--- src/rtl/regfile_write_arbiter_pkg.sv ---
// Shared constants for the register-file write arbiter: record layout,
// field offsets and the source-select encoding.
package regfile_write_arbiter_pkg;

  typedef enum logic {
    SRC_A = 1'b0,
    SRC_B = 1'b1
  } src_e;

  // Zero-width fields collapse to a single bit.
  function automatic int unsigned fw(input int unsigned w);
    return (w == 0) ? 1 : w;
  endfunction

  // Record = {data, index, en}, en at bit 0.
  function automatic int unsigned rec_w(
    input int unsigned n,
    input int unsigned width
  );
    return 1 + fw(n) + fw(width);
  endfunction

  localparam int unsigned EN_LSB  = 0;
  localparam int unsigned IDX_LSB = 1;

  function automatic int unsigned data_lsb(input int unsigned n);
    return 1 + fw(n);
  endfunction

endpackage

--- src/rtl/regfile_write_arbiter_if.sv ---
// Handshake bundles: one write-back source channel and the
// three-channel register-file write port.
interface regfile_write_arbiter_if #(
  parameter int unsigned width = 32,
  parameter int unsigned n     = 5
);
  import regfile_write_arbiter_pkg::*;
  localparam int unsigned DW = fw(width);
  localparam int unsigned IW = fw(n);

  logic          EN;
  logic [IW-1:0] INDEX;
  logic [DW-1:0] DATA;
  logic          VALID;
  logic          CONSUMED;

  modport master (
    output EN, INDEX, DATA, VALID,
    input  CONSUMED
  );
  modport slave (
    input  EN, INDEX, DATA, VALID,
    output CONSUMED
  );
endinterface

interface regfile_write_arbiter_wr_if #(
  parameter int unsigned width = 32,
  parameter int unsigned n     = 5
);
  import regfile_write_arbiter_pkg::*;
  localparam int unsigned DW = fw(width);
  localparam int unsigned IW = fw(n);

  logic          WRITE_EN_WRITE;
  logic [IW-1:0] WRITE_INDEX_WRITE;
  logic [DW-1:0] WRITE_DATA_WRITE;
  logic          WRITE_EN_WRITE_VALID;
  logic          WRITE_INDEX_WRITE_VALID;
  logic          WRITE_DATA_WRITE_VALID;
  logic          WRITE_EN_WRITE_CONSUMED;
  logic          WRITE_INDEX_WRITE_CONSUMED;
  logic          WRITE_DATA_WRITE_CONSUMED;

  modport master (
    output WRITE_EN_WRITE, WRITE_INDEX_WRITE,
    output WRITE_DATA_WRITE,
    output WRITE_EN_WRITE_VALID,
    output WRITE_INDEX_WRITE_VALID,
    output WRITE_DATA_WRITE_VALID,
    input  WRITE_EN_WRITE_CONSUMED,
    input  WRITE_INDEX_WRITE_CONSUMED,
    input  WRITE_DATA_WRITE_CONSUMED
  );
  modport slave (
    input  WRITE_EN_WRITE, WRITE_INDEX_WRITE,
    input  WRITE_DATA_WRITE,
    input  WRITE_EN_WRITE_VALID,
    input  WRITE_INDEX_WRITE_VALID,
    input  WRITE_DATA_WRITE_VALID,
    output WRITE_EN_WRITE_CONSUMED,
    output WRITE_INDEX_WRITE_CONSUMED,
    output WRITE_DATA_WRITE_CONSUMED
  );
endinterface

--- src/rtl/regfile_write_arbiter_wb_fifo2.sv ---
// Two-entry write-back record FIFO. Ports: enq_* (valid/consumed
// + record), deq_* (head valid, take strobe, head record), count_o.
module wb_fifo2 #(
  parameter int unsigned W = 38
) (
  input  logic         clk,
  input  logic         rst,
  input  logic         enq_valid_i,
  output logic         enq_consumed_o,
  input  logic [W-1:0] enq_rec_i,
  output logic         deq_valid_o,
  input  logic         deq_take_i,
  output logic [W-1:0] deq_rec_o,
  output logic [1:0]   count_o
);

  logic [W-1:0] e0_q, e1_q;
  logic         rd_q, rd_d;
  logic [1:0]   cnt_q, cnt_d;
  logic         enq, deq, wr_sel;

  // Acceptance depends only on occupancy, never on a same-cycle dequeue.
  assign enq            = enq_valid_i && (cnt_q != 2'd2);
  assign deq            = deq_take_i && (cnt_q != 2'd0);
  assign enq_consumed_o = enq;
  assign deq_valid_o    = (cnt_q != 2'd0);
  assign deq_rec_o      = rd_q ? e1_q : e0_q;
  assign count_o        = cnt_q;
  // Write slot is the one after the occupied entries.
  assign wr_sel         = rd_q ^ cnt_q[0];

  always_comb begin
    cnt_d = cnt_q;
    rd_d  = rd_q;
    if (enq && !deq) cnt_d = cnt_q + 2'd1;
    if (!enq && deq) cnt_d = cnt_q - 2'd1;
    if (deq) rd_d = ~rd_q;
  end

  always_ff @(posedge clk or posedge rst) begin
    if (rst) begin
      cnt_q <= 2'd0;
      rd_q  <= 1'b0;
      e0_q  <= '0;
      e1_q  <= '0;
    end else begin
      cnt_q <= cnt_d;
      rd_q  <= rd_d;
      if (enq && !wr_sel) e0_q <= enq_rec_i;
      if (enq &&  wr_sel) e1_q <= enq_rec_i;
    end
  end

endmodule

--- src/rtl/regfile_write_arbiter.sv ---
// Merges write-back sources A and B into the register-file write port.
// Ports: CLK, RST, A/B source channels, W write port, BUSY.
module regfile_write_arbiter
  import regfile_write_arbiter_pkg::*;
#(
  parameter int unsigned width = 32,
  parameter int unsigned n     = 5
) (
  input  logic                        CLK,
  input  logic                        RST,
  regfile_write_arbiter_if.slave      A,
  regfile_write_arbiter_if.slave      B,
  regfile_write_arbiter_wr_if.master  W,
  output logic                        BUSY
);

  localparam int unsigned DW = fw(width);
  localparam int unsigned IW = fw(n);
  localparam int unsigned RW = rec_w(n, width);
  localparam int unsigned DL = data_lsb(n);

  logic [DW-1:0] a_data, b_data;
  logic [IW-1:0] a_idx, b_idx;
  logic [RW-1:0] a_rec, b_rec, a_head, b_head;
  logic          a_hv, b_hv, a_deq, b_deq;
  logic [1:0]    a_cnt, b_cnt;

  logic          out_valid_q, out_valid_d;
  logic [RW-1:0] out_rec_q, out_rec_d;
  src_e          last_q, last_d, grant;
  logic          fire, load;

  // Collapsed fields are stored as 0.
  assign a_data = (width == 0) ? '0 : A.DATA;
  assign b_data = (width == 0) ? '0 : B.DATA;
  assign a_idx  = (n == 0) ? '0 : A.INDEX;
  assign b_idx  = (n == 0) ? '0 : B.INDEX;
  assign a_rec  = {a_data, a_idx, A.EN};
  assign b_rec  = {b_data, b_idx, B.EN};

  wb_fifo2 #(.W(RW)) u_fifo_a (
    .clk            (CLK),
    .rst            (RST),
    .enq_valid_i    (A.VALID),
    .enq_consumed_o (A.CONSUMED),
    .enq_rec_i      (a_rec),
    .deq_valid_o    (a_hv),
    .deq_take_i     (a_deq),
    .deq_rec_o      (a_head),
    .count_o        (a_cnt)
  );

  wb_fifo2 #(.W(RW)) u_fifo_b (
    .clk            (CLK),
    .rst            (RST),
    .enq_valid_i    (B.VALID),
    .enq_consumed_o (B.CONSUMED),
    .enq_rec_i      (b_rec),
    .deq_valid_o    (b_hv),
    .deq_take_i     (b_deq),
    .deq_rec_o      (b_head),
    .count_o        (b_cnt)
  );

  // A transfer needs all three channels to agree.
  assign fire = out_valid_q
             && W.WRITE_EN_WRITE_CONSUMED
             && W.WRITE_INDEX_WRITE_CONSUMED
             && W.WRITE_DATA_WRITE_CONSUMED;

  always_comb begin
    grant = SRC_A;
    unique case (1'b1)
      (a_hv && !b_hv): grant = SRC_A;
      (!a_hv && b_hv): grant = SRC_B;
      default:
        grant = (last_q == SRC_A) ? SRC_B : SRC_A;
    endcase
  end

  always_comb begin
    out_valid_d = out_valid_q;
    out_rec_d   = out_rec_q;
    last_d      = last_q;
    load  = (!out_valid_q || fire) && (a_hv || b_hv);
    a_deq = load && (grant == SRC_A);
    b_deq = load && (grant == SRC_B);
    if (load) begin
      out_valid_d = 1'b1;
      out_rec_d   = (grant == SRC_A) ? a_head : b_head;
      last_d      = grant;
    end else if (fire) begin
      out_valid_d = 1'b0;
    end
  end

  always_ff @(posedge CLK or posedge RST) begin
    if (RST) begin
      out_valid_q <= 1'b0;
      out_rec_q   <= '0;
      last_q      <= SRC_B;
    end else begin
      out_valid_q <= out_valid_d;
      out_rec_q   <= out_rec_d;
      last_q      <= last_d;
    end
  end

  assign W.WRITE_EN_WRITE          = out_rec_q[EN_LSB];
  assign W.WRITE_INDEX_WRITE       = out_rec_q[IDX_LSB +: IW];
  assign W.WRITE_DATA_WRITE        = out_rec_q[DL +: DW];
  assign W.WRITE_EN_WRITE_VALID    = out_valid_q;
  assign W.WRITE_INDEX_WRITE_VALID = out_valid_q;
  assign W.WRITE_DATA_WRITE_VALID  = out_valid_q;

  assign BUSY = out_valid_q
             || (a_cnt != 2'd0)
             || (b_cnt != 2'd0);

endmodule

--- src/flat_wrapper.sv ---
// flat-port wrapper written by rule: the top's interface ports become plain ports
module regfile_write_arbiter_flat import regfile_write_arbiter_pkg::*;
#(
  parameter int unsigned width = 32,
  parameter int unsigned n     = 5
)
  (CLK, RST, BUSY, A_EN, A_INDEX, A_DATA, A_VALID, A_CONSUMED, B_EN, B_INDEX, B_DATA, B_VALID, B_CONSUMED, W_WRITE_EN_WRITE, W_WRITE_INDEX_WRITE, W_WRITE_DATA_WRITE, W_WRITE_EN_WRITE_VALID, W_WRITE_INDEX_WRITE_VALID, W_WRITE_DATA_WRITE_VALID, W_WRITE_EN_WRITE_CONSUMED, W_WRITE_INDEX_WRITE_CONSUMED, W_WRITE_DATA_WRITE_CONSUMED);
  regfile_write_arbiter_if #(.width(width), .n(n)) A_i ();
  regfile_write_arbiter_if #(.width(width), .n(n)) B_i ();
  regfile_write_arbiter_wr_if #(.width(width), .n(n)) W_i ();
  input  logic CLK;
  input  logic RST;
  output logic BUSY;
  input wire logic [$bits(A_i.EN)-1:0] A_EN;
  input wire logic [$bits(A_i.INDEX)-1:0] A_INDEX;
  input wire logic [$bits(A_i.DATA)-1:0] A_DATA;
  input wire logic [$bits(A_i.VALID)-1:0] A_VALID;
  output wire logic [$bits(A_i.CONSUMED)-1:0] A_CONSUMED;
  input wire logic [$bits(B_i.EN)-1:0] B_EN;
  input wire logic [$bits(B_i.INDEX)-1:0] B_INDEX;
  input wire logic [$bits(B_i.DATA)-1:0] B_DATA;
  input wire logic [$bits(B_i.VALID)-1:0] B_VALID;
  output wire logic [$bits(B_i.CONSUMED)-1:0] B_CONSUMED;
  output wire logic [$bits(W_i.WRITE_EN_WRITE)-1:0] W_WRITE_EN_WRITE;
  output wire logic [$bits(W_i.WRITE_INDEX_WRITE)-1:0] W_WRITE_INDEX_WRITE;
  output wire logic [$bits(W_i.WRITE_DATA_WRITE)-1:0] W_WRITE_DATA_WRITE;
  output wire logic [$bits(W_i.WRITE_EN_WRITE_VALID)-1:0] W_WRITE_EN_WRITE_VALID;
  output wire logic [$bits(W_i.WRITE_INDEX_WRITE_VALID)-1:0] W_WRITE_INDEX_WRITE_VALID;
  output wire logic [$bits(W_i.WRITE_DATA_WRITE_VALID)-1:0] W_WRITE_DATA_WRITE_VALID;
  input wire logic [$bits(W_i.WRITE_EN_WRITE_CONSUMED)-1:0] W_WRITE_EN_WRITE_CONSUMED;
  input wire logic [$bits(W_i.WRITE_INDEX_WRITE_CONSUMED)-1:0] W_WRITE_INDEX_WRITE_CONSUMED;
  input wire logic [$bits(W_i.WRITE_DATA_WRITE_CONSUMED)-1:0] W_WRITE_DATA_WRITE_CONSUMED;
  assign A_i.EN = A_EN;
  assign A_i.INDEX = A_INDEX;
  assign A_i.DATA = A_DATA;
  assign A_i.VALID = A_VALID;
  assign A_CONSUMED = A_i.CONSUMED;
  assign B_i.EN = B_EN;
  assign B_i.INDEX = B_INDEX;
  assign B_i.DATA = B_DATA;
  assign B_i.VALID = B_VALID;
  assign B_CONSUMED = B_i.CONSUMED;
  assign W_WRITE_EN_WRITE = W_i.WRITE_EN_WRITE;
  assign W_WRITE_INDEX_WRITE = W_i.WRITE_INDEX_WRITE;
  assign W_WRITE_DATA_WRITE = W_i.WRITE_DATA_WRITE;
  assign W_WRITE_EN_WRITE_VALID = W_i.WRITE_EN_WRITE_VALID;
  assign W_WRITE_INDEX_WRITE_VALID = W_i.WRITE_INDEX_WRITE_VALID;
  assign W_WRITE_DATA_WRITE_VALID = W_i.WRITE_DATA_WRITE_VALID;
  assign W_i.WRITE_EN_WRITE_CONSUMED = W_WRITE_EN_WRITE_CONSUMED;
  assign W_i.WRITE_INDEX_WRITE_CONSUMED = W_WRITE_INDEX_WRITE_CONSUMED;
  assign W_i.WRITE_DATA_WRITE_CONSUMED = W_WRITE_DATA_WRITE_CONSUMED;
  regfile_write_arbiter #(.width(width), .n(n)) u_core (.CLK(CLK), .RST(RST), .A(A_i), .B(B_i), .W(W_i), .BUSY(BUSY));
endmodule
--- config.mk ---
export PLATFORM = sky130hd
export DESIGN_NAME = regfile_write_arbiter_flat
export DESIGN_NICKNAME = d
export VERILOG_FILES = /design/src/rtl/regfile_write_arbiter_pkg.sv /design/src/rtl/regfile_write_arbiter_if.sv /design/src/rtl/regfile_write_arbiter_wb_fifo2.sv /design/src/rtl/regfile_write_arbiter.sv /design/src/flat_wrapper.sv
export SDC_FILE = /design/constraint.sdc
export NUM_CORES = 1
export LEC_CHECK = 0
export CORE_MARGIN = 4
export CORE_UTILIZATION = 40
export DETAILED_ROUTE_END_ITERATION = 16
export GPL_ROUTABILITY_DRIVEN = 0
export SYNTH_ARGS = -nofsm -noshare
export SYNTH_HDL_FRONTEND = slang
export SYNTH_HIERARCHICAL = 1
export SYNTH_SLANG_ARGS = --single-unit
--- constraint.sdc ---
create_clock -name CLK -period 4 [get_ports CLK]
set_clock_uncertainty 0.2 [all_clocks]
set_input_delay 0.8 -clock CLK [delete_from_list [all_inputs] [get_ports CLK]]
set_output_delay 0.8 -clock CLK [all_outputs]
set_load 0.02 [all_outputs]
Word level (Yosys, flattened, before mapping)
Cells that the tools add are included.
{"block": "totals", "wordCells": 71, "ram_bits": 0, "memories": 0, "latch_bits": 0, "input_bits": 83, "regBits": 198, "romBits": 0, "out_inout_bits": 44}
{"block": "classes", "n_addsub": 4, "n_mul": 0, "n_div": 0, "order_cmp": 0, "n_bitwise": 5, "mux": 11, "eq_ne": 2, "n_shift": 0, "reduce_logical": 38}
{"op": "$mux W38", "count": 3}
{"op": "$logic_and A1 B1 Y1", "count": 20}
{"op": "$reduce_bool A2 Y1", "count": 5}
{"op": "$logic_not A1 Y1", "count": 9}
{"op": "$mux W2", "count": 4}
{"op": "$add A2 B1 Y2 const B", "count": 2}
{"op": "$logic_or A1 B1 Y1", "count": 4}
{"op": "$ne A2 B2 Y1 const B", "count": 2}
{"op": "$sub A2 B1 Y2 const B", "count": 2}
{"op": "$mux W1", "count": 3}
{"op": "$not A1 Y1", "count": 3}
{"op": "$pmux W1 S2", "count": 1}
{"op": "$xor A1 B1 Y1", "count": 2}

Longest topological paths before layout
Gate-level depths: netlist of the first run.
{"block": "depth", "word_depth": 11, "depth_mapped": 13, "mapped_depth_nobuf": 12}

Cells and area by module
The synthesis of the first run kept the hierarchy.
{"mod": "wb_fifo2", "instances": 2, "seq_area_each_um2": 1976.9, "cells_per_inst": 232, "area_per_inst_um2": 3696.0}
{"mod": "regfile_write_arbiter", "instances": 1, "seq_area_each_um2": 1002.2, "cells_per_inst": 186, "area_per_inst_um2": 2090.8}

Least setup slack after synthesis of the first run
No wires, ideal clock.
{"block": "synth_timing", "path_type": "register to register", "startpoint": "reg u_core.u_fifo_a.cnt_q[0], in the netlist u_core/u_fifo_a/count_o[0]", "endpoint": "reg u_core.u_fifo_a.cnt_q[1], in the netlist u_core/u_fifo_a/count_o[1]", "setup_time_ps": 80, "stages_incl_launch_ff": 12, "required_time_ps": 3720, "synth_period_minus_slack_ps": 2526, "t_arrival_ps": 2246, "setup_slack_ps": 1474, "path_buffers": 1, "cell_sequence": "dfrtp_1 > nor2_2 > inv_1 > inv_1 > ha_1 > a21oi_4 > buf_8 > and2_1 > nor2b_1 > ha_1 > nor2_1 > xnor2_1"}
{"block": "synth_via", "elab_chain_len": 10, "elab_cells_between_ends": 21, "cone_classes": "add/sub: 2; eq/ne: 1; mux: 3; bitwise: 1; reduce/logical: 14"}
{"element": "start, declared", "line": "regfile_write_arbiter_wb_fifo2.sv:19", "source": "logic [1:0] cnt_q, cnt_d;"}
{"element": "start signal, assigned", "line": "regfile_write_arbiter_wb_fifo2.sv:47", "source": "cnt_q <= cnt_d;"}
{"element": "$reduce_bool A2 Y1 (*)", "line": "regfile_write_arbiter_wb_fifo2.sv:26", "source": "assign deq_valid_o = (cnt_q != 2'd0);"}
{"element": "net u_core.a_hv", "line": "regfile_write_arbiter.sv:25", "source": "logic a_hv, b_hv, a_deq, b_deq;"}
{"element": "$logic_not A1 Y1", "line": "regfile_write_arbiter.sv:75", "source": "(!a_hv && b_hv): grant = SRC_B;"}
{"element": "$logic_and A1 B1 Y1", "line": "regfile_write_arbiter.sv:75"}
{"element": "$pmux W1 S2", "line": "regfile_write_arbiter.sv:73", "source": "unique case (1'b1)"}
{"element": "$not A1 Y1", "line": "regfile_write_arbiter.sv:86", "source": "a_deq = load && (grant == SRC_A);"}
{"element": "$logic_and A1 B1 Y1 (*)", "line": "regfile_write_arbiter.sv:86"}
{"element": "net u_core.a_deq", "line": "regfile_write_arbiter.sv:25"}
{"element": "$logic_and A1 B1 Y1 (*)", "line": "regfile_write_arbiter_wb_fifo2.sv:24", "source": "assign deq = deq_take_i && (cnt_q != 2'd0);"}
{"element": "net u_core.u_fifo_a.deq", "line": "regfile_write_arbiter_wb_fifo2.sv:20", "source": "logic enq, deq, wr_sel;"}
{"element": "$logic_not A1 Y1", "line": "regfile_write_arbiter_wb_fifo2.sv:35", "source": "if (enq && !deq) cnt_d = cnt_q + 2'd1;"}
{"element": "$logic_and A1 B1 Y1", "line": "regfile_write_arbiter_wb_fifo2.sv:35"}
{"element": "$reduce_bool A2 Y1 (no line)"}
Mark *: on every way through the listed nets, which the timed path passes. The rest lies on a longest branch. The select of a mux whose other input is x is not followed.
A chain may end at the register's enable or synchronous reset.

Worst setup path after layout of the first run
{"block": "layout_timing", "startpoint": "in A_VALID", "endpoint": "out A_CONSUMED"}
{"block": "layout_via", "elab_chain_len": 1}
{"element": "start, declared", "line": "flat_wrapper.sv:17", "source": "input wire logic [$bits(A_i.VALID)-1:0] A_VALID;"}
{"element": "$logic_and A1 B1 Y1", "line": "regfile_write_arbiter_wb_fifo2.sv:23", "source": "assign enq = enq_valid_i && (cnt_q != 2'd2);"}
{"element": "end, declared", "line": "flat_wrapper.sv:18", "source": "output wire logic [$bits(A_i.CONSUMED)-1:0] A_CONSUMED;"}
No other way between the ends.

==> out/qor.txt, run 1 <==
outcome: finished, final reports clean
worst r2r path cells: 8
global-route wire length before repair: 33900 µm
register area share after synthesis: 0.523
Seq cells post-synth: 198
Rel. slew slack: 0.193
fin cells: 1096
Max Cap Viol: 0
Clk pwr share: 0.171
Worst Tran Pin Value: 1.20 ns
max incr delay on CP: 0.65 ns
CP Capture Type: primary output
min-delay worst type: flop to flop
Routed Antenna Nets: 0
power share of the sequential group: 0.364
FFs w/ async S/R, synth: 1.00
CP dominant cell by count: clkdlybuf4s50_1
critical path startpoint category: primary input
worst-path fanout max: 7
Hold Path Depth: 1
setup tns final: 0 ns
Post-Syn Nets: 737
share of layout cells above drive strength 1: 0.330
vias: 5351
post-synth cell types: 38
Area contributors post-synth: dfrtp_1 (52%), mux2_2 (12%), mux2_4 (9.5%)
Yosys top cell area share: 0.520
largest net degree at the start of global routing: 78
Reg clk slew, reported paths: 0.07 ns
deepest clock path buffer count: 2
initial antenna violation count: 1
clock sink total: 198
CTS resizes: 0
Final Cycle Share: 0.831
DRC: 0
Synth Warn #: 6
Ports: 127
sw frac: 0.354
drt wl/cell: 19.1 µm
placed cell count: 1063
Post-CTS Setup Bufs: 0
VDD IR-drop max: 348 µV
drt first pass iters: 4
area grow syn2layout: 20.7%
I/O Buffers: 126
Primary FF master, synth: dfrtp_1
most frequent cell after synthesis: dfrtp_1
min cycle time layout: 3.33 ns
cell taking the most area after synthesis: dfrtp_1
Post-synth EDFFs: 0
Initial Util: 0.405
Post-synth top cells: dfrtp_1 (197), mux2_2 (104), mux2_1 (60), mux2_4 (60), nor2_1 (45)
Die H: 162 µm
Crit Path Category: primary input to primary output
Buffers & Inverters on Critical Path: 3
Post-Route WL: 20900 µm
switching pwr: 0.00356 W
die width: 162 µm
WP data required: 3.00 ns
Post-DP HPWL: 13300 µm
Fin. Hold Viols: 0
synthesized netlist cell count: 650
floorplan row count: 56
RSZ-0062 raised after global routing: no
final net count: 850
clock latency on the worst-skew pair: 0.42 ns
CP delay by family, top: buffers and inverters
Leakage: 4.89 nW
internal power: 0.00648 W
Final Slew Violations: 0
Gate power share: 0.465
number of hold buffers added after cts: 0
drt via density: 4.88
GRT Util Overall: 0.165
die area: 26200 µm²
total global routing overflow: 0
CP Cell Sequence: clkdlybuf4s50_1, o21ai_0, inv_1, clkdlybuf4s50_1
pwr/cell area: 876 nW/µm²
Max Clock Freq: 301 MHz
Core Region: 23400 µm²
WP data arrival: 2.33 ns
Critical Path Stages: 4
DRT iter0 DRCs: 203
CTS tree: yes
final number of setup-violating endpoints: 0
vias in the first global route: 6162
Filler cells: 2096
Inserted Clock Buffers: 17
Avg Inst Size Synth: 14.6 µm²
root buffer cell: clkbuf_16
Synth Cell Area: 9480 µm²
CP max stage cell: clkdlybuf4s50_1
CTS H-tree depth: 4
-- sequential cells by signal, summed over array words and instances (netlist names) --
| register | flops |
|---|---|
| u_core/W.WRITE_DATA_WRITE_VALID | 1 |
| u_core/u_fifo_a/e0_q | 38 |
| u_core/last_q | 1 |
| u_core/u_fifo_b/count_o | 2 |
| u_core/u_fifo_a/rd_q | 1 |
| u_core/u_fifo_a/count_o | 2 |
| u_core/u_fifo_b/e0_q | 38 |
| u_core/out_rec_q | 38 |
| u_core/u_fifo_a/e1_q | 38 |
| u_core/u_fifo_b/rd_q | 1 |
| u_core/u_fifo_b/e1_q | 38 |
-- cell type report --
class,instances,area [µm²],share of cell area
antenna,1,2.50,0.000219
clock buffer,18,429,0.0375
clock inverter,14,164,0.0143
inverter,11,43.8,0.00382
multi-input combinational,401,4090,0.358
sequential,198,4960,0.433
tap,319,399,0.0349
timing repair buffer,134,1360,0.119
-- logic make-up after synthesis --
family | share of synthesized area
xor gates and xnor gates | 0.00739
muxes | 0.330
DFF | 0.523
adders and majority gates | 0.00528
buffers and inverters | 0.0480
AOI/OAI and AO/OA | 0.0557
and+or+nand+nor | 0.0311
-- worst paths after layout --
kind,from,endpoint,slack [ns]
setup reg to reg,u_core/u_fifo_a/count_o[0],u_core/out_rec_q[14],1.16
min in group asynchronous,RST,u_core/u_fifo_b/e0_q[11],0.65
max in group asynchronous,RST,u_core/out_rec_q[29],2.10
hold reg to reg,u_core/u_fifo_b/e0_q[29],u_core/u_fifo_b/e0_q[29],0.29
hold / removal,u_core/u_fifo_b/e0_q[29],u_core/u_fifo_b/e0_q[29],0.29
setup / recovery,A_VALID,A_CONSUMED,0.67
-- worst register-to-register path, stage by stage, from the launching register on --
cell and delay (ns):
dfrtp_1 0.53, nor2_2 0.30, inv_1 0.07, inv_1 0.08
ha_1 0.28, a21oi_4 0.16, buf_4 0.64, mux2i_1 0.37
a21oi_2 0.08
-- per-stage QoR --
step / hold slack [ns] / cell area [µm²] / util / setup WS [ns] / power, W
CTS: 0.293 / 11400 / 0.489 / 0.657 / 0.0102
finish: 0.286 / 11400 / 0.489 / 0.674 / 0.0100
global route: 0.304 / 11400 / 0.489 / 0.573 / 0.0107
floorplan: 0.260 / 9480 / - / 0.977 / 0.00733
detailed placement: 0.277 / 10900 / 0.464 / 0.665 / 0.00841
global placement: 0.269 / 10900 / 0.464 / 0.706 / 0.00822
-- routing by layer --
| layer | vias up | GRT usage | part of all wire |
|---|---|---|---|
| met2 | 84 | 0.289 | 0.50 |
| li1 | 2526 | - | - |
| met4 | 0 | 0.0427 | 0.013 |
| met5 | - | 0 | 0 |
| met1 | 2727 | 0.211 | 0.45 |
| met3 | 14 | 0.0335 | 0.032 |
-- layout by cell type, fill, tap and decap left out, drive strengths merged, types with 2 or more instances in the layout --
| master | netlist | layout |
|---|---|---|
| mux2 | 224 | 224 |
| dfrtp | 197 | 197 |
| clkdlybuf4s50 | 0 | 126 |
| nor2 | 48 | 48 |
| a21oi | 44 | 44 |
| mux2i | 38 | 38 |
| clkbuf | 3 | 18 |
| inv | 11 | 17 |
| o21ai | 8 | 8 |
| buf | 37 | 8 |
| clkinv | 0 | 7 |
| xnor2 | 6 | 6 |
| ha | 4 | 4 |
| nand2 | 3 | 3 |
| o211a | 2 | 2 |
| nand2b | 2 | 2 |
| o211ai | 2 | 2 |
| nor2b | 2 | 2 |
| xor2 | 2 | 2 |
| or4b | 2 | 2 |
| nand3b | 2 | 2 |
| or3 | 2 | 2 |
| o221ai | 2 | 2 |
| o21bai | 2 | 2 |
| a211oi | 2 | 2 |
-- power groups by stage --
stage	logic, W	registers (W)	clock network (W)
after floorplan	0.00364	0.00369	0
after global placement	0.00462	0.00360	0
after detailed placement	0.00473	0.00368	0
after CTS	0.00475	0.00366	0.00177
after global routing	0.00505	0.00378	0.00187
final	0.00466	0.00365	0.00172
No activity file was read; power rests on OpenSTA's default activity.
==> run 2: changes to the inputs <==
clock period = 2.8 ns   (was 4 ns; I/O delays follow)
==> run 2 against run 1 <==
Core utilization grew 0.82 points. Critical path depth did not move. Sequential power grew 44%. Power grew 46%. Non-clock buffer count is 13 higher. Setup slack worse by 0.50 ns. First-iteration DRC count fell by 14%. Critical endpoint is now B_CONSUMED.
==> out/qor.txt, run 2 (synthesis results as in run 1) <==
outcome: finished, final reports clean
DRC: 0 (unchanged)
total global routing overflow: 0 (unchanged)
drt via density: 4.95 (+1.4%)
switching pwr: 0.00513 W (+44%)
Initial Util: 0.405 (unchanged)
area grow syn2layout: 22.8%
global-route wire length before repair: 34100 µm (+0.57%)
Post-CTS Setup Bufs: 0 (unchanged)
Max Clock Freq: 381 MHz
highest routed layer: met4
VDD IR-drop max: 610 µV (+75%)
clock latency on the worst-skew pair: 0.43 ns (about the same)
number of diodes: 0 (-1)
min-delay worst type: flop to flop
sw frac: 0.351 (-0.00317)
commonest non-fill, non-tap cells in the layout: dfrtp_1 (195), clkdlybuf4s50_1 (126), mux2_2 (104), mux2_4 (60), mux2_1 (60)
RSZ-0062 raised after global routing: no
met2 wire len: 10700 µm (+2.2%)
Metal-1 WL: 9640 µm (+1.6%)
vias: 5487 (+2.5%)
Clk pwr share: 0.175 (+0.004)
Worst Tran Pin Value: 0.686 ns (-0.518 ns)
CTS H-tree depth: 4 (unchanged)
pwr/cell area: 1260 nW/µm² (+43%)
number of hold buffers added after cts: 0 (unchanged)
worst-path fanout max: 12 (+5)
Met3 Wirelength: 710 µm (+6.0%)
Reg clk slew, reported paths: 0.08 ns (about the same)
drt wl/cell: 19.2 µm (+0.86%)
final design utilization: 0.497 (+0.00823)
fin cells: 1108 (+1.1%)
CTS resizes: 0 (unchanged)
die width: 162 µm (unchanged)
Gate power share: 0.464 (about the same)
Final Cycle Share: 0.938
CTS tree: yes
DRT iter0 DRCs: 175 (-14%)
FF/Latch Area: 4960 µm² (unchanged)
Inserted Clock Buffers: 17 (unchanged)
internal power: 0.00948 W (+46%)
deepest clock path buffer count: 2 (unchanged)
power share of the sequential group: 0.361 (-0.003)
R2R Setup Slk: 0.22 ns (-0.94 ns)
CP Capture Type: primary output
Rel. slew slack: 0.543 (+0.349)
vias in the first global route: 6114 (-0.78%)
setup tns final: 0 ns (unchanged)
Die H: 162 µm (unchanged)
placed cell count: 1076 (+1.2%)
drt first pass iters: 4 (unchanged)
Core Region: 23400 µm² (unchanged)
root buffer cell: clkbuf_16
Post-Route WL: 21300 µm (+2.0%)
Fin. Hold Viols: 0 (unchanged)
Multi-input gate area: 4090 µm² (unchanged)
Crit Path Category: flop to primary output
WP data arrival: 1.87 ns (-0.46 ns)
I/O Buffers: 126 (unchanged)
Routed Antenna Nets: 0 (unchanged)
critical path startpoint category: flop
Filler cells: 2072 (-1.1%)
die area: 26200 µm² (unchanged)
clock sink total: 198 (unchanged)
initial antenna violation count: 0 (-1)
final net count: 863 (+1.5%)
floorplan row count: 56 (unchanged)
Max Cap Viol: 0 (unchanged)
share of layout cells above drive strength 1: 0.342 (+0.0123)
Final Slew Violations: 0 (unchanged)
largest net degree at the start of global routing: 80 (+2.6%)
Ports: 127 (unchanged)
WP data required: 2.04 ns (-0.96 ns)
Post-DP HPWL: 14000 µm (+5.0%)
leading cell type in the layout, fill and taps excluded: dfrtp_1
final number of setup-violating endpoints: 0 (unchanged)
min cycle time layout: 2.63 ns
GRT Util Overall: 0.167 (+0.00160)
Leakage: 4.98 nW (+1.9%)
## run 2: final timing paths
| check | from | end | cells past startpoint |
|---|---|---|---|
| max in group asynchronous | RST | u_core/u_fifo_b/e1_q[4] | 3 |
| hold / removal | u_core/u_fifo_b/e0_q[0] | u_core/u_fifo_b/e0_q[0] | 1 |
| setup reg to reg | u_core/u_fifo_a/count_o[1] | u_core/u_fifo_b/count_o[1] | 11 |
| min in group asynchronous | RST | u_core/out_rec_q[13] | 3 |
| hold reg to reg | u_core/u_fifo_b/e0_q[0] | u_core/u_fifo_b/e0_q[0] | 1 |
| setup / recovery | u_core/u_fifo_b/count_o[0] | B_CONSUMED | 4 |
## run 2: final cells by class
| class | count | share of cell area |
|---|---|---|
| clock buffer | 17 | 0.0365 |
| clock inverter | 15 | 0.0163 |
| inverter | 11 | 0.00376 |
| multi-input combinational | 401 | 0.352 |
| sequential | 198 | 0.426 |
| tap | 319 | 0.0343 |
| timing repair buffer | 147 | 0.132 |
## run 2: layer usage
| metal | vias to the layer above | global-route usage |
|---|---|---|
| met5 | - | 0 |
| met4 | 0 | 0.0408 |
| met3 | 15 | 0.0383 |
| met2 | 91 | 0.292 |
| met1 | 2830 | 0.211 |
| li1 | 2551 | - |
## run 2: power groups by stage
stage | clock [W] | combinational, W | sequential (W)
after floorplan | 0 | 0.00520 | 0.00528
after CTS | 0.00264 | 0.00690 | 0.00528
after detailed placement | 0 | 0.00686 | 0.00532
final | 0.00256 | 0.00678 | 0.00527
after global routing | 0.00276 | 0.00730 | 0.00545
after global placement | 0 | 0.00673 | 0.00521
## run 2: per-stage QoR
step           cell area [µm²]  power (W)  hold WS (ns)  setup slack [ns]
6_report                 11600     0.0146         0.288             0.175
5_1_grt                  11600     0.0155         0.299            0.0590
4_1_cts                  11600     0.0148         0.294             0.155
3_5_place_dp             11000     0.0122         0.277             0.174
3_3_place_gp             11000     0.0119         0.269             0.212
2_1_floorplan             9480     0.0105         0.260            0.0166
## run 2: critical path, cell delays in order (launching register included)
cell             delay, ns
dfrtp_1               0.39
buf_4                 0.18
o21ai_0               0.26
inv_1                 0.06
clkdlybuf4s50_1       0.54
==> run 3: changes to the inputs <==
ABC_AREA = 1   (was unset)
GPL_TIMING_DRIVEN = 0   (was unset)
clock period = 2.5 ns   (was 2.8 ns; I/O delays follow)
==> run 3 against run 2 <==
Sequential share of layout area down 1.1 points. Clock-buffer cell count rose by 4. Design area rose by 2.8%. Hold slack got worse by 0.015 ns. Flip-flop and latch count stayed put. Setup slack worse by 0.045 ns. Synthesized cell count is 97% higher. Power rose by 17%. Global-route usage up 5.1 points. Via count up 58%. Non-clock buffer count rose by 79. Wire length rose by 32%. Critical path type unchanged. Largest power group unchanged.
==> out/qor.txt, run 3 <==
pwr/cell area: 1430 nW/µm² (+14%)
Yosys top cell area share: 0.516 (-0.00354)
number of diodes: 0 (unchanged)
number of hold buffers added after cts: 0 (unchanged)
setup ws final: 0.130 ns (-0.0450 ns)
Rel. slew slack: 0.408 (-0.135)
Gate power share: 0.513 (+0.049)
Multi-input gate area: 4060 µm² (-0.89%)
FF/Latch Area: 4960 µm² (about the same)
total global routing overflow: 0 (unchanged)
deepest clock path buffer count: 2 (unchanged)
most frequent cell after synthesis: nand2_1
Post-Route WL: 28100 µm (+32%)
Crit Path Category: flop to primary output
Die H: 163 µm (+0.33%)
switching pwr: 0.00778 W (+52%)
Avg Inst Size Synth: 7.44 µm² (-49%)
Final Cycle Share: 0.948
WP data required: 1.80 ns (-0.24 ns)
initial antenna violation count: 0 (unchanged)
outcome: finished, final reports clean
clock latency on the worst-skew pair: 0.43 ns (about the same)
Reg clk slew, reported paths: 0.07 ns (about the same)
Power Total: 0.0171 W (+17%)
DRT iter0 DRCs: 669 (+280%)
CTS tree: yes
cell taking the most area after synthesis: dfrtp_1
global-route wire length before repair: 45500 µm (+34%)
Fin. Hold Viols: 0 (unchanged)
root buffer cell: clkbuf_16
register area share after synthesis: 0.519 (-0.00356)
min cycle time layout: 2.37 ns
GRT Util Overall: 0.218 (+0.0514)
Post-DP HPWL: 20200 µm (+44%)
fin cells: 1770 (+60%)
internal power: 0.00933 W (-1.6%)
Post-Syn Nets: 1370 (+86%)
Inserted Clock Buffers: 17 (unchanged)
floorplan row count: 56 (unchanged)
worst slack at placement: -0.590 ns (-0.764 ns)
die width: 163 µm (+0.33%)
largest net degree at the start of global routing: 41 (-49%)
Synth Cell Area: 9550 µm² (+0.69%)
CP delay by family, top: buffers and inverters
Max Cap Viol: 0 (unchanged)
FFs w/ async S/R, synth: 1.00 (unchanged)
drt first pass iters: 6 (+2)
CP max stage cell: dfrtp_2
power share of the sequential group: 0.331 (-0.030)
commonest non-fill, non-tap cells in the layout: nand2_1 (716), nand3_1 (231), dfrtp_1 (193), clkdlybuf4s50_1 (123), buf_2 (43)
clock sink total: 198 (unchanged)
Clk pwr share: 0.155 (-0.020)
final number of setup-violating endpoints: 0 (unchanged)
synthesized netlist cell count: 1283 (+97%)
max incr delay on CP: 0.43 ns (-0.11 ns)
area grow syn2layout: 25.3%
Final Slew Violations: 0 (unchanged)
die area: 26400 µm² (+0.66%)
RSZ-0062 raised after global routing: no
leading cell type in the layout, fill and taps excluded: nand2_1
Area contributors post-synth: dfrtp_1 (52%), nand2_1 (28%), nand3_1 (12%)
Seq cells post-synth: 198 (unchanged)
critical path startpoint category: flop
DRC: 0 (unchanged)
Max Clock Freq: 422 MHz
CP Cell Sequence: buf_4, nor3_1, nand2_1, dlygate4sd2_1
vias in the first global route: 8517 (+39%)
Core Region: 23500 µm² (+0.30%)
Buffers & Inverters on Critical Path: 2 (-1)
CTS H-tree depth: 4 (unchanged)
VDD IR-drop max: 783 µV (+28%)
Worst Tran Pin Value: 0.887 ns (+0.201 ns)
I/O Buffers: 126 (unchanged)
Primary FF master, synth: dfrtp_1
Leakage: 6.40 nW (+29%)
placed cell count: 1732 (+61%)
Initial Util: 0.407 (+0.00156)
min-delay worst type: flop to flop
Routed Antenna Nets: 0 (unchanged)
sw frac: 0.455 (+0.104)
drt wl/cell: 15.9 µm (-17%)
Ports: 127 (unchanged)
setup tns final: 0 ns (unchanged)
share of layout cells above drive strength 1: 0.0875 (-0.255)
Post-synth top cells: nand2_1 (722), nand3_1 (231), dfrtp_1 (197)
vias: 8685 (+58%)
final net count: 1525 (+77%)
post-synth cell types: 20 (-47%)
WP data arrival: 1.67 ns (-0.20 ns)
drt via density: 4.91 (-0.92%)
Post-synth EDFFs: 0 (unchanged)
Filler cells: 2360 (+14%)
worst-path fanout max: 6 (-6)
CP Capture Type: primary output
Synth Warn #: 6 (unchanged)
-- run 3: cell types whose count changed after synthesis, moves of 43 or more --
cell / change
nor2_1: -43
nand2_1: +719
mux2_4: -60
nand3_1: +230
mux2_2: -104
mux2_1: -60
-- run 3: worst register-to-register path: cells and delay by family, from the launching register on --
family	cells	cell delay [ns]
and+or+nand+nor	8	0.85
adders and majority gates	2	0.45
DFF	1	0.39
buffers and inverters	6	0.36
-- run 3: layer usage --
layer	global-route usage	wire length (µm)
met5	0	0
met4	0.0565	411
met3	0.0387	1520
met2	0.344	13200
met1	0.314	13000
-- run 3: worst paths after layout --
path,startpoint,end,slack (ns),cells after the start
hold reg to reg,u_core/u_fifo_b/e0_q[0],u_core/u_fifo_b/e0_q[0],0.27,2
max in group asynchronous,RST,u_core/u_fifo_a/count_o[1],0.90,4
hold / removal,u_core/u_fifo_b/e0_q[0],u_core/u_fifo_b/e0_q[0],0.27,2
setup reg to reg,u_core/u_fifo_b/count_o[0],u_core/u_fifo_b/count_o[1],0.15,16
min in group asynchronous,RST,u_core/u_fifo_b/e1_q[4],0.35,2
setup / recovery,u_core/u_fifo_a/count_o[0],BUSY,0.13,4
-- run 3: logic make-up after synthesis --
logic type      synth area share
fa+ha+maj                0.00524
flops                      0.519
xor+xnor                 0.00367
buf+inv                   0.0588
simple gates               0.409
compound gates           0.00432
-- run 3: power by group through the flow --
stage	Combinational (W)	Sequential (W)	Clock [W]
final	0.00878	0.00567	0.00266
after global routing	0.00986	0.00587	0.00284
after CTS	0.00878	0.00565	0.00271
after detailed placement	0.00854	0.00573	0
after global placement	0.00841	0.00571	0
after floorplan	0.00542	0.00587	0
-- run 3: area by class of cell --
type,count,share of cell area
Inverter,24,0.00858
Clock inverter,11,0.00774
Sequential cell,198,0.415
Clock buffer,21,0.0393
Multi-Input combinational cell,971,0.339
Tap cell,319,0.0334
Timing Repair Buffer,139,0.117
Buffer,87,0.0397
-- run 3: timing repair --
| item | in CTS | in global routing |
|---|---|---|
| pin swaps | 2 | 1 |
| endpoints found under the setup margin | 7 | 3 |
| buffers inserted | 8 | 1 |
| gates resized for setup | 15 | 7 |
-- run 3: stage by stage --
stage                     utilization  hold WS (ns)  instance area, µm²
after floorplan                     -         0.242                9560
after global placement          0.478         0.253               11200
after detailed placement        0.481         0.258               11300
after CTS                       0.509         0.276               11900
after global routing            0.510         0.289               12000
final                           0.510         0.272               12000
